**src/rtl/types.sv**
```systemverilog
// Shared flit and node-id types for the router datapath.
package types;

    typedef logic [3:0] node_id_t;

    typedef enum logic [1:0] {
        FLIT_HEAD     = 2'd0,
        FLIT_BODY     = 2'd1,
        FLIT_TAIL     = 2'd2,
        FLIT_HEADTAIL = 2'd3
    } flit_type_t;

    typedef struct packed {
        flit_type_t flit_type;
        node_id_t   global_dst_id;
        logic [25:0] payload;
    } flit_t;

endpackage

```
**src/rtl/packet_context_decoder.sv**
```systemverilog
// Per-channel packet context tracker: latches routing fields from each head flit,
// tags the rest of the packet with them, checks framing and registers the result
// behind a valid/ready output stage.
module packet_context_decoder #(
    parameter int unsigned NUM_CH    = 4,
    parameter int unsigned MAX_FLITS = 16,
    parameter int unsigned ERR_CNT_W = 8,
    localparam int unsigned CH_W     = (NUM_CH > 1) ? $clog2(NUM_CH) : 1,
    localparam int unsigned IDX_W    = $clog2(MAX_FLITS)
) (
    input  logic                 clk,
    input  logic                 rst_n,
    input  types::node_id_t      this_node_id,
    input  logic                 in_valid,
    output logic                 in_ready,
    input  types::flit_t         in_flit,
    input  logic [CH_W-1:0]      in_channel,
    input  logic                 in_from_cpu,
    output logic                 out_valid,
    input  logic                 out_ready,
    output types::flit_t         out_flit,
    output logic [CH_W-1:0]      out_channel,
    output logic                 out_is_destination_self,
    output logic                 out_is_source_self,
    output types::node_id_t      out_global_destination,
    output logic [IDX_W-1:0]     out_flit_index,
    output logic                 err_pulse,
    output logic [1:0]           err_code,
    output logic [ERR_CNT_W-1:0] err_count
);

    typedef enum logic {StIdle, StActive} ch_state_e;

    localparam logic [CH_W:0]    NumChL  = NUM_CH[CH_W:0];
    localparam logic [IDX_W-1:0] LastIdx = IDX_W'(MAX_FLITS - 1);

    ch_state_e        state_q [NUM_CH];
    ch_state_e        state_d [NUM_CH];
    logic [IDX_W-1:0] idx_q   [NUM_CH];
    logic [IDX_W-1:0] idx_d   [NUM_CH];
    types::node_id_t  dst_q   [NUM_CH];
    logic             dself_q [NUM_CH];
    logic             sself_q [NUM_CH];

    logic            accept, ch_ok, is_head;
    logic [CH_W-1:0] ch_sel;
    logic            emit, load_ctx, go_active, go_idle, idx_inc;
    logic [1:0]      err;
    logic [IDX_W-1:0] emit_idx;
    logic            emit_dself, emit_sself;
    types::node_id_t emit_dst;

    assign in_ready = !out_valid || out_ready;
    assign accept   = in_valid && in_ready;
    assign ch_ok    = {1'b0, in_channel} < NumChL;
    // Out-of-range channels are steered to 0 only to keep array reads in bounds.
    assign ch_sel   = ch_ok ? in_channel : '0;
    assign is_head  = (in_flit.flit_type == types::FLIT_HEAD) ||
                      (in_flit.flit_type == types::FLIT_HEADTAIL);

    // Per-channel state register, updated only on the addressed channel.
    always_ff @(posedge clk or negedge rst_n) begin
        if (!rst_n) begin
            for (int c = 0; c < NUM_CH; c++) begin
                state_q[c] <= StIdle;
                idx_q[c]   <= '0;
            end
        end else begin
            for (int c = 0; c < NUM_CH; c++) begin
                state_q[c] <= state_d[c];
                idx_q[c]   <= idx_d[c];
            end
        end
    end

    // Next-state for the addressed channel; every other channel holds.
    always_comb begin
        for (int c = 0; c < NUM_CH; c++) begin
            state_d[c] = state_q[c];
            idx_d[c]   = idx_q[c];
        end
        if (accept && ch_ok) begin
            if (go_active) begin
                state_d[ch_sel] = StActive;
                idx_d[ch_sel]   = IDX_W'(1);
            end else if (go_idle) begin
                state_d[ch_sel] = StIdle;
                idx_d[ch_sel]   = '0;
            end else if (idx_inc) begin
                idx_d[ch_sel] = idx_q[ch_sel] + IDX_W'(1);
            end
        end
    end

    // Flit decode: what to emit, which error to flag and how the channel moves.
    always_comb begin
        emit      = 1'b0;
        load_ctx  = 1'b0;
        go_active = 1'b0;
        go_idle   = 1'b0;
        idx_inc   = 1'b0;
        err       = 2'd0;
        if (!ch_ok) begin
            err = 2'd1;
        end else if (is_head) begin
            // A head inside an open packet abandons it and restarts from here.
            if (state_q[ch_sel] == StActive) err = 2'd2;
            emit      = 1'b1;
            load_ctx  = 1'b1;
            go_active = (in_flit.flit_type == types::FLIT_HEAD);
            go_idle   = !go_active;
        end else begin
            unique case (state_q[ch_sel])
                StIdle: err = 2'd1;
                StActive: begin
                    if (in_flit.flit_type == types::FLIT_TAIL) begin
                        emit    = 1'b1;
                        go_idle = 1'b1;
                    end else if (idx_q[ch_sel] == LastIdx) begin
                        err     = 2'd3;
                        go_idle = 1'b1;
                    end else begin
                        emit    = 1'b1;
                        idx_inc = 1'b1;
                    end
                end
            endcase
        end
        emit_idx   = is_head ? '0 : idx_q[ch_sel];
        emit_dst   = load_ctx ? in_flit.global_dst_id : dst_q[ch_sel];
        emit_dself = load_ctx ? (in_flit.global_dst_id == this_node_id) : dself_q[ch_sel];
        emit_sself = load_ctx ? in_from_cpu : sself_q[ch_sel];
    end

    // Latch routing context from accepted heads; node id is sampled only here.
    always_ff @(posedge clk or negedge rst_n) begin
        if (!rst_n) begin
            for (int c = 0; c < NUM_CH; c++) begin
                dst_q[c]   <= '0;
                dself_q[c] <= 1'b0;
                sself_q[c] <= 1'b0;
            end
        end else if (accept && load_ctx) begin
            dst_q[ch_sel]   <= in_flit.global_dst_id;
            dself_q[ch_sel] <= (in_flit.global_dst_id == this_node_id);
            sself_q[ch_sel] <= in_from_cpu;
        end
    end

    // Output register: load on emit, drain on out_ready, otherwise hold.
    always_ff @(posedge clk or negedge rst_n) begin
        if (!rst_n) begin
            out_valid               <= 1'b0;
            out_flit                <= '0;
            out_channel             <= '0;
            out_is_destination_self <= 1'b0;
            out_is_source_self      <= 1'b0;
            out_global_destination  <= '0;
            out_flit_index          <= '0;
        end else if (accept && emit) begin
            out_valid               <= 1'b1;
            out_flit                <= in_flit;
            out_channel             <= in_channel;
            out_is_destination_self <= emit_dself;
            out_is_source_self      <= emit_sself;
            out_global_destination  <= emit_dst;
            out_flit_index          <= emit_idx;
        end else if (out_ready) begin
            out_valid <= 1'b0;
        end
    end

    // Error reporting: one-cycle pulse plus saturating counter.
    always_ff @(posedge clk or negedge rst_n) begin
        if (!rst_n) begin
            err_pulse <= 1'b0;
            err_code  <= 2'd0;
            err_count <= '0;
        end else begin
            err_pulse <= accept && (err != 2'd0);
            err_code  <= accept ? err : 2'd0;
            if (accept && (err != 2'd0) && (err_count != '1)) begin
                err_count <= err_count + ERR_CNT_W'(1);
            end
        end
    end

endmodule
```
**config.mk**
```make
export PLATFORM = sky130hd
export DESIGN_NAME = packet_context_decoder
export DESIGN_NICKNAME = d
export VERILOG_FILES = /design/src/rtl/types.sv /design/src/rtl/packet_context_decoder.sv
export SDC_FILE = /design/constraint.sdc
export NUM_CORES = 1
export LEC_CHECK = 0
export BUFFER_PORTS_ARGS = -buffer_cell sky130_fd_sc_hd__buf_2
export CORE_UTILIZATION = 50
export DETAILED_ROUTE_END_ITERATION = 6
export HOLD_SLACK_MARGIN = 0.06
export PLACE_DENSITY_LB_ADDON = 0.08
export SLEW_MARGIN = 15
export SYNTH_ARGS = -nofsm -noshare
export SYNTH_HDL_FRONTEND = slang
export SYNTH_SLANG_ARGS = --single-unit
export TNS_END_PERCENT = 10
```
**constraint.sdc**
```tcl
create_clock -name clk -period 3.15 [get_ports clk]
set_input_delay 0.63 -clock clk [delete_from_list [all_inputs] [get_ports clk]]
set_output_delay 0.63 -clock clk [all_outputs]
set_load 0.02 [all_outputs]
```
# Yosys cells after proc, flatten, opt, wreduce, memory -nomap -nowiden
# Index checks and enable logic that the tools add are counted.
[totals]
register_bits = 100
inputBits = 43
[op_classes]
addsub = 2
n_lt_le_gt_ge = 2
n_eq_ne = 5
mux = 53
n_bitwise = 10
n_reduce_logical = 17
[op_table]
columns = ["operator", "n"]
rows = [
  ["16-bit two-way mux", 3],
  ["4-bit two-way mux", 9],
  ["16-bit bitwise mux", 2],
  ["1-bit two-way mux", 24],
  ["16-bit bitwise AND", 1],
  ["4-bit binary-select mux with 2-bit select", 2],
  ["16-bit inverter", 1],
  ["12-bit bitwise AND", 1],
  ["12-bit inverter", 1],
  ["2-bit two-way mux", 5],
  ["8-bit by 1-bit adder with 8-bit output, second input constant", 1],
  ["4-bit bitwise mux", 2],
  ["4-bit demux with 2-bit select", 1],
  ["8-bit != test, second input constant", 1],
  ["4-bit OR", 2],
  ["1-bit binary-select mux with 2-bit select", 3],
  ["1-bit logical AND", 6],
  ["2-bit nonzero test", 3],
  ["4-bit by 1-bit adder with 4-bit output, second input constant", 1],
  ["4-bit bitwise AND", 1],
  ["2-bit equality test, second input constant", 2],
  ["4-bit equality test", 1],
  ["4-bit equality test, second input constant", 1],
  ["4-bit inverter", 1],
  ["11 further kinds", 14],
]

# Longest topological paths before layout
# Gate-level depths: netlist of run 1.
[depth]
ltp_word = 12
mapped_depth = 10

# Least setup slack after synthesis of run 1
# Ideal clock, no wire load.
[synth_timing]
path_type = "input to register"
startpoint = "in in_channel[0]"
endpoint = "reg out_channel[1]"
setup_ns = 0.125
t_arrival_ns = 2.606
t_required_ns = 3.025
slack_ns = 0.419
cell_stages = 10
cell_sequence = "buf_6 > mux4_2 > ha_1 > nand2_1 > o22ai_2 > a31oi_4 > buf_12 > nor2_8 > buf_6 > mux2_4"
[synth_between]
elab_chain_len = 10
word_cells_on_any_way = 13
cone_classes = "1 x eq/ne; 10 x mux; 1 x bitwise; 1 x reduce/logical"
[synth_rtl]
columns = ["element", "line_no", "rtl"]
rows = [
  ["from (decl)", "packet_context_decoder.sv:17", "input logic [CH_W-1:0] in_channel,"],
  ["2-bit inverter with 3-bit output (implied by the code) *", "packet_context_decoder.sv:113, packet_context_decoder.sv:119", ""],
  ["4-bit binary-select mux with 2-bit select", "packet_context_decoder.sv:119", "end else if (idx_q[ch_sel] == LastIdx) begin"],
  ["4-bit two-way mux (implied by the code) (2 in series)", "packet_context_decoder.sv:119", ""],
  ["4-bit equality test", "packet_context_decoder.sv:119", ""],
  ["1-bit two-way mux", "packet_context_decoder.sv:119", ""],
  ["1-bit two-way mux", "packet_context_decoder.sv:116", "if (in_flit.flit_type == types::FLIT_TAIL) begin"],
  ["1-bit two-way mux *", "packet_context_decoder.sv:113", "unique case (state_q[ch_sel])"],
  ["1-bit two-way mux *", "packet_context_decoder.sv:105", "end else if (is_head) begin"],
  ["1-bit logical AND *", "packet_context_decoder.sv:160", "end else if (accept && emit) begin"],
  ["to (signal assigned)", "packet_context_decoder.sv:163", "out_channel <= in_channel;"],
  ["to (decl)", "packet_context_decoder.sv:22", "output logic [CH_W-1:0] out_channel,"],
]
# Every way passes the cells marked *; elsewhere a longest branch is shown, timed or not. The select of a mux whose other input is x is not followed.
# A chain may end at the register's enable or synchronous reset.

# Worst setup path in the final report of run 1
[layout_timing]
startpoint = "in in_channel[0]"
endpoint = "reg err_count[1]"
[layout_between]
elab_chain_len = 12
word_cells_on_any_way = 17
cone_classes = "1 x eq/ne; 11 x mux; 2 x bitwise; 3 x reduce/logical"
[layout_rtl]
columns = ["element", "line_no", "rtl"]
rows = [
  ["2-bit inverter with 3-bit output (implied by the code) *", "packet_context_decoder.sv:107, packet_context_decoder.sv:113, packet_context_decoder.sv:119", ""],
  ["4-bit binary-select mux with 2-bit select", "packet_context_decoder.sv:119", ""],
  ["4-bit two-way mux (implied by the code) (2 in series)", "packet_context_decoder.sv:119", ""],
  ["4-bit equality test", "packet_context_decoder.sv:119", ""],
  ["2-bit two-way mux", "packet_context_decoder.sv:119", ""],
  ["2-bit two-way mux", "packet_context_decoder.sv:116", ""],
  ["2-bit case mux with 2 select lines", "packet_context_decoder.sv:113", ""],
  ["2-bit two-way mux *", "packet_context_decoder.sv:105", ""],
  ["2-bit nonzero test *", "packet_context_decoder.sv:182", "if (accept && (err != 2'd0) && (err_count != '1)) begin"],
  ["1-bit logical AND * (2 in series)", "packet_context_decoder.sv:182", ""],
  ["to (signal assigned)", "packet_context_decoder.sv:183", "err_count <= err_count + ERR_CNT_W'(1);"],
  ["to (decl)", "packet_context_decoder.sv:29", "output logic [ERR_CNT_W-1:0] err_count"],
]
# Marked as above.

==> results.yml, run 1 <==
run_status:
  status: "complete, no violations"
timing:
  slew_violations: 0
  min_period_ps: 2490
  finalSetupTns_ps: 0
  min_period_over_period_pct: 79.2
  grt_setup_unrepaired: "no"
  skew_ps: 13.4
  slew_headroom_pct: 46.1
  hold_viol_final: 0
  fmax_mhz: 401
  tightest_slew_ps: 801
  setup_viol: 0
drt:
  drt.antenna.violating_nets: 0
  route.detailed.drc: 0
  detail_route.wl_per_cell_um: 17.0
  wl_mm: 10.2
  via_count: 3173
  via_per_inst: 5.31
  first_pass_iters: 4
  drt_iter0_markers: 128
power:
  combinationalPowerShare_pct: 32.3
  p_sw_w: 0.00134
  seq_power_share_pct: 45.0
  p_int_w: 0.00268
  clkPwrFrac_pct: 22.7
  powerDensity_nw_per_um2: 709
  power_w: 0.00402
  worst_ir_drop_vdd_mv: 0.301
  sw_frac_of_total_pct: 33.3
  power_leakage_nw: 2.70
critical_path:
  r2r-start: "idx_q[4]"
  r2r.worst_path.cells: 7
  reg2reg_slack_ps: 670
  critical_path.max_fanout: 5
  required_ps: 3400
  endpoint_kind: "flip-flop"
  critPathKind: "input pin to flip-flop"
  rr_endpoint: "err_count[1]"
  critPathArrivalTime_ps: 2740
  start_kind: "input pin"
final_layout:
  layout.cells.most_common_list: "100 x dfrtp_1, 98 x buf_2, 29 x mux2_4"
  final_common_cell: "dfrtp_1"
  drive_gt1_share_pct: 40.5
  fillers: 742
  n_antenna_cell: 0
  syn_to_final_growth_pct: 19.3
  fin_nets: 512
synth:
  synth_edf_count: 0
  ys_ff_latch: 100
  yosys_warnings: 0
  avgSynthCellArea_um2: 13.4
  ys_types: 49
  synth_ff_type: "dfrtp_1"
  syn_area_um2: 4750
  synth-seq-area-share_pct: 52.6
  synthCells: 355
  synthArstFlopShare_pct: 100
  syn-num-nets: 402
die:
  die_h_um: 99.5
  start_util_pct: 51.5
  num_rows: 35
  core_um2: 9240
  die-area_um2: 9900
  io-pin-count: 100
  die_w_um: 99.5
clock_tree:
  cts_tree: "yes"
  htree_num_levels: 3
  cts-resized-gates: 0
  cts_hold_buf: 0
  cts.path.max_buffers: 2
  numCtsBuffers: 9
  clock_sinks: 100
  clk_pin_slew_ps: 90
  post_cts_buffers: 0
  clk_latency_ps: 360
  ctsRootBufferMaster: "clkbuf_8"
placed_design:
  io_buffers: 99
  dp_hpwl_mm: 7.13
  gp_congestion: 0.850
global_route:
  overflow: 0
  antenna_found_initial: 0
  grt_pass1_vias: 3249
  grt_util_all_layers_pct: 22.1
  grt_pass1_wl_mm: 16.7
  grt_max_degree: 59
run:
  maxCapViolCount: 0
hold_path:
  hp-class: "input pin to async pin"
-- power by group through the flow --
stage | Clock, W | Combinational [W] | Sequential, W
after floorplan | 0 | 0.000669 | 0.00205
after global placement | 0 | 0.00129 | 0.00182
after detailed placement | 0 | 0.00131 | 0.00183
after CTS | 0.000940 | 0.00132 | 0.00181
after global routing | 0.000992 | 0.00141 | 0.00186
final | 0.000912 | 0.00130 | 0.00181
-- state kept, by name, indices dropped and copies added (netlist names), named ones only --
signal                   count
dst_q                       16
dself_q                      4
err_count                    8
sself_q                      4
out_is_destination_self      1
err_pulse                    1
err_code                     2
idx_q                       16
out_channel                  2
out_flit_index               4
out_global_destination       4
out_flit                    32
out_is_source_self           1
out_valid                    1
-- layout make-up --
cell class                      count  area (um2)  share of cell area [%]
Clock inverter                      5        83.8                    1.48
Timing Repair Buffer              117         658                    11.6
Sequential cell                   100        2500                    44.1
Clock buffer                       10         138                    2.43
Multi-Input combinational cell    227        2090                    36.9
Tap cell                          129         161                    2.85
Inverter                           10        37.5                   0.662
-- metrics by stage --
step	worst slack (ps)	hold slack (ps)	utilization, %	cell area [um2]	std cells
3_3_place_gp	362	459	59.0	5450	583
3_5_place_dp	263	465	59.0	5450	583
5_1_grt	531	274	61.4	5670	598
6_report	656	247	61.4	5670	598
2_1_floorplan	419	334	-	4750	355
4_1_cts	655	260	61.4	5670	598
-- synth_stat cells, types with 2 or more instances --
library cell	instances	area (um2)
mux4_2	10	225
nand3_1	5	25.0
mux2_2	13	146
nand2b_1	8	50.1
a31oi_1	2	12.5
nor4_1	2	12.5
o21bai_1	2	15.0
nor2_1	6	22.5
and3_1	3	18.8
and2_1	2	12.5
mux2_1	19	214
o21ai_1	9	45.0
nand4_1	2	12.5
ha_1	4	50.1
dfrtp_1	100	2500
mux2i_1	15	150
inv_1	9	33.8
o31ai_1	10	75.1
mux2_4	29	435
clkbuf_1	10	37.5
nor3_1	3	15.0
o22ai_1	5	31.3
xor2_1	7	61.3
o211ai_1	3	22.5
a21oi_1	13	65.1
nor2b_1	3	18.8
a32o_1	4	40.0
buf_6	5	56.3
nand2_1	25	93.8
o21ai_0	3	15.0
xnor2_1	6	52.6
-- logic make-up (layout without fill, tap and decap cells) --
| logic type | after synthesis | count (layout) | synth area share [%] |
|---|---|---|---|
| flip-flops | 100 | 100 | 52.6 |
| multiplexers | 86 | 86 | 24.6 |
| AND/OR/NAND/NOR | 68 | 68 | 7.87 |
| AO/OA/AOI/OAI | 56 | 56 | 8.05 |
| buffers and inverters | 28 | 142 | 3.37 |
| XOR/XNOR | 13 | 13 | 2.39 |
| adder cells (fa/ha/maj) | 4 | 4 | 1.05 |
-- how the worst max path moves through the flow --
| stage | from | depth (start not counted) | endpoint |
|---|---|---|---|
| 5_1_grt | idx_q[4] | 7 | err_count[1] |
| 3_5_place_dp | in_channel[0] | 8 | err_count[1] |
| 4_1_cts | in_channel[0] | 8 | err_count[1] |
| 3_3_place_gp | in_channel[0] | 8 | err_count[1] |
| 6_report | in_channel[0] | 8 | err_count[1] |
| 2_1_floorplan | in_channel[0] | 10 | out_channel[1] |
-- worst max-delay path, cell delays in order --
cell and delay (ps):
buf_2 120, mux4_2 550, ha_1 250, nand2_1 90, o22ai_2 130, a211oi_2 410, nand2b_1 210, mux2_1 330
-- per-layer routing --
layer	wire length [um]	track usage, %
met1	4660	30.4
met2	4930	35.3
met3	490	5.55
met4	75	5.54
met5	0	0
Note: power is estimated with default switching activity, not from simulation.
==> inputs of run 2 (changes only) <==
Clock period 3.15 ns to 2.4 ns, I/O delays scaled along.
==> run 2 against run 1 <==
First-iteration DRC count increased by 13%. Highest routed layer unchanged. Non-clock buffer count increased by 22. Hold slack improved by 63 ps. Routed wire length increased by 5.1%. Via count increased by 4.7%. Global-route usage increased by 0.35 points. Largest cell class unchanged. Clock power increased by 14%. Critical path depth unchanged. Worst setup slack got worse by 590 ps. Power increased by 29%.
==> results.yml, run 2 (synthesis results as in run 1) <==
run_status:
  status: "complete, no violations"
clock_tree:
  post_cts_buffers: 0
  clk_latency_ps: 370
  clock_sinks: 100
  cts.path.max_buffers: 2
  htree_num_levels: 3
  clk_pin_slew_ps: 110
  numCtsBuffers: 9
  ctsRootBufferMaster: "clkbuf_8"
  cts_tree: "yes"
die:
  core_um2: 9240
  die_w_um: 99.5
  num_rows: 35
  start_util_pct: 51.5
  die-area_um2: 9900
  io-pin-count: 100
  die_h_um: 99.5
final_layout:
  largest_reg_flops: 32
  instances_no_fill: 622
  fin_nets: 535
  layout.cells.most_common_list: "100 x dfrtp_1, 98 x buf_2, 39 x buf_4"
  drive_gt1_share_pct: 43.8
  syn_to_final_growth_pct: 23.1
  final_common_cell: "dfrtp_1"
  top_register: "out_flit"
  n_antenna_cell: 0
  largest_registers: "out_flit (32), dst_q (16), idx_q (16)"
timing:
  fmax_mhz: 428
  setup_viol: 0
  holdWs_ps: 311
  skew_ps: 13.9
  slew_headroom_pct: 51.3
  min_period_ps: 2340
  min_period_over_period_pct: 97.4
  slew_violations: 0
  tightest_slew_ps: 728
  grt_setup_unrepaired: "yes"
  hold_viol_final: 0
critical_path:
  critPathKind: "flip-flop to flip-flop"
  start_kind: "flip-flop"
  critPathArrivalTime_ps: 2600
  r2r-start: "idx_q[5]"
  critical_path.max_fanout: 9
  endpoint_kind: "flip-flop"
  r2r.worst_path.cells: 8
  rr_endpoint: "out_is_source_self"
  reg2reg_slack_ps: 60
  required_ps: 2660
drt:
  via_per_inst: 5.34
  route.detailed.drc: 0
  wl_mm: 10.7
  drt.antenna.violating_nets: 0
  drt_iter0_markers: 144
  first_pass_iters: 5
  detail_route.wl_per_cell_um: 17.2
  via_count: 3321
placed_design:
  io_buffers: 99
  gp_congestion: 0.885
  dp_hpwl_mm: 7.56
  dp_cells: 604
global_route:
  grt_util_all_layers_pct: 22.4
  grt_max_degree: 46
  grt_pass1_wl_mm: 17.0
  overflow: 0
  grt_pass1_vias: 3294
  antenna_found_initial: 0
hold_path:
  holdPathStages: 2
  hp-start: "in_flit[0]"
  worstHoldEndpoint: "out_flit[0]"
  hp-class: "input pin to flip-flop"
run:
  maxCapViolCount: 0
power:
  power_leakage_nw: 2.81
  worst_ir_drop_vdd_mv: 0.376
  powerDensity_nw_per_um2: 890
## run 2: cell count changes in the layout (fill, tap and decap cells not counted), sizes merged
cell / before / now
clkinv: 1 / 3
dlygate4sd3: 0 / 1
buf: 117 / 138
bufinv: 2 / 0
nor2: 8 / 9
inv: 10 / 11
## run 2: worst max path at each step
stage / cells after the start / from / end / slack, ps
4_1_cts: 7 / idx_q[8] / out_flit[30] / 7
6_report: 8 / idx_q[5] / out_is_source_self / 60
5_1_grt: 7 / idx_q[5] / out_flit[3] / -20
2_1_floorplan: 10 / in_channel[0] / out_channel[1] / -130
3_5_place_dp: 8 / in_channel[0] / out_flit[28] / -340
3_3_place_gp: 8 / in_channel[0] / out_flit[26] / -280
## run 2: metrics by stage
step	total power [W]	utilization, %	setup WS, ps	area, um2	setup TNS, ps
after CTS	0.00524	63.2	6.82	5840	0
after global routing	0.00549	63.3	-24.4	5850	-249
after detailed placement	0.00420	61.0	-337	5640	-14260
final	0.00521	63.3	62.6	5850	0
after floorplan	0.00360	-	-129	4820	-3760
after global placement	0.00415	61.0	-283	5640	-11670
## run 2: where the power goes
group / internal, W / switching (W) / leakage, nW
Sequential: 0.00211 / 0.000269 / 1.23
Clock: 0.000399 / 0.000640 / 0.0878
Combinational: 0.000843 / 0.000944 / 1.49
Total: 0.00335 / 0.00185 / 2.81
## run 2: routing by layer
| metal | track usage, % | vias up | part of all wire [%] |
|---|---|---|---|
| li1 | - | 1566 | - |
| met1 | 32.5 | 1663 | 50 |
| met5 | 0 | - | 0 |
| met4 | 8.48 | 0 | 1.0 |
| met3 | 2.67 | 8 | 3.7 |
| met2 | 34.9 | 84 | 45 |
## run 2: critical path: stages, from the launching register on
cell and delay, ps:
dfrtp_1 400, mux4_2 530, ha_4 210, nand2b_4 70
o22ai_4 70, a31oi_4 350, buf_4 300, mux2i_1 210
a21oi_1 90
## run 2: layout make-up
cell class              count  area (um2)
flip-flops and latches    100        2500
inverters                  10        37.5
repair buffers            139         813
well taps                 129         161
clock inverters             6        60.1
fillers                   745        3390
clock buffers              10         128
multi-input cells         228        2150
## run 2: what timing repair did
item,4_1_cts,5_1_grt
hold endpoints to repair,16,0
setup endpoints to repair,0,44
hold buffers,1,0
resized for setup,0,1
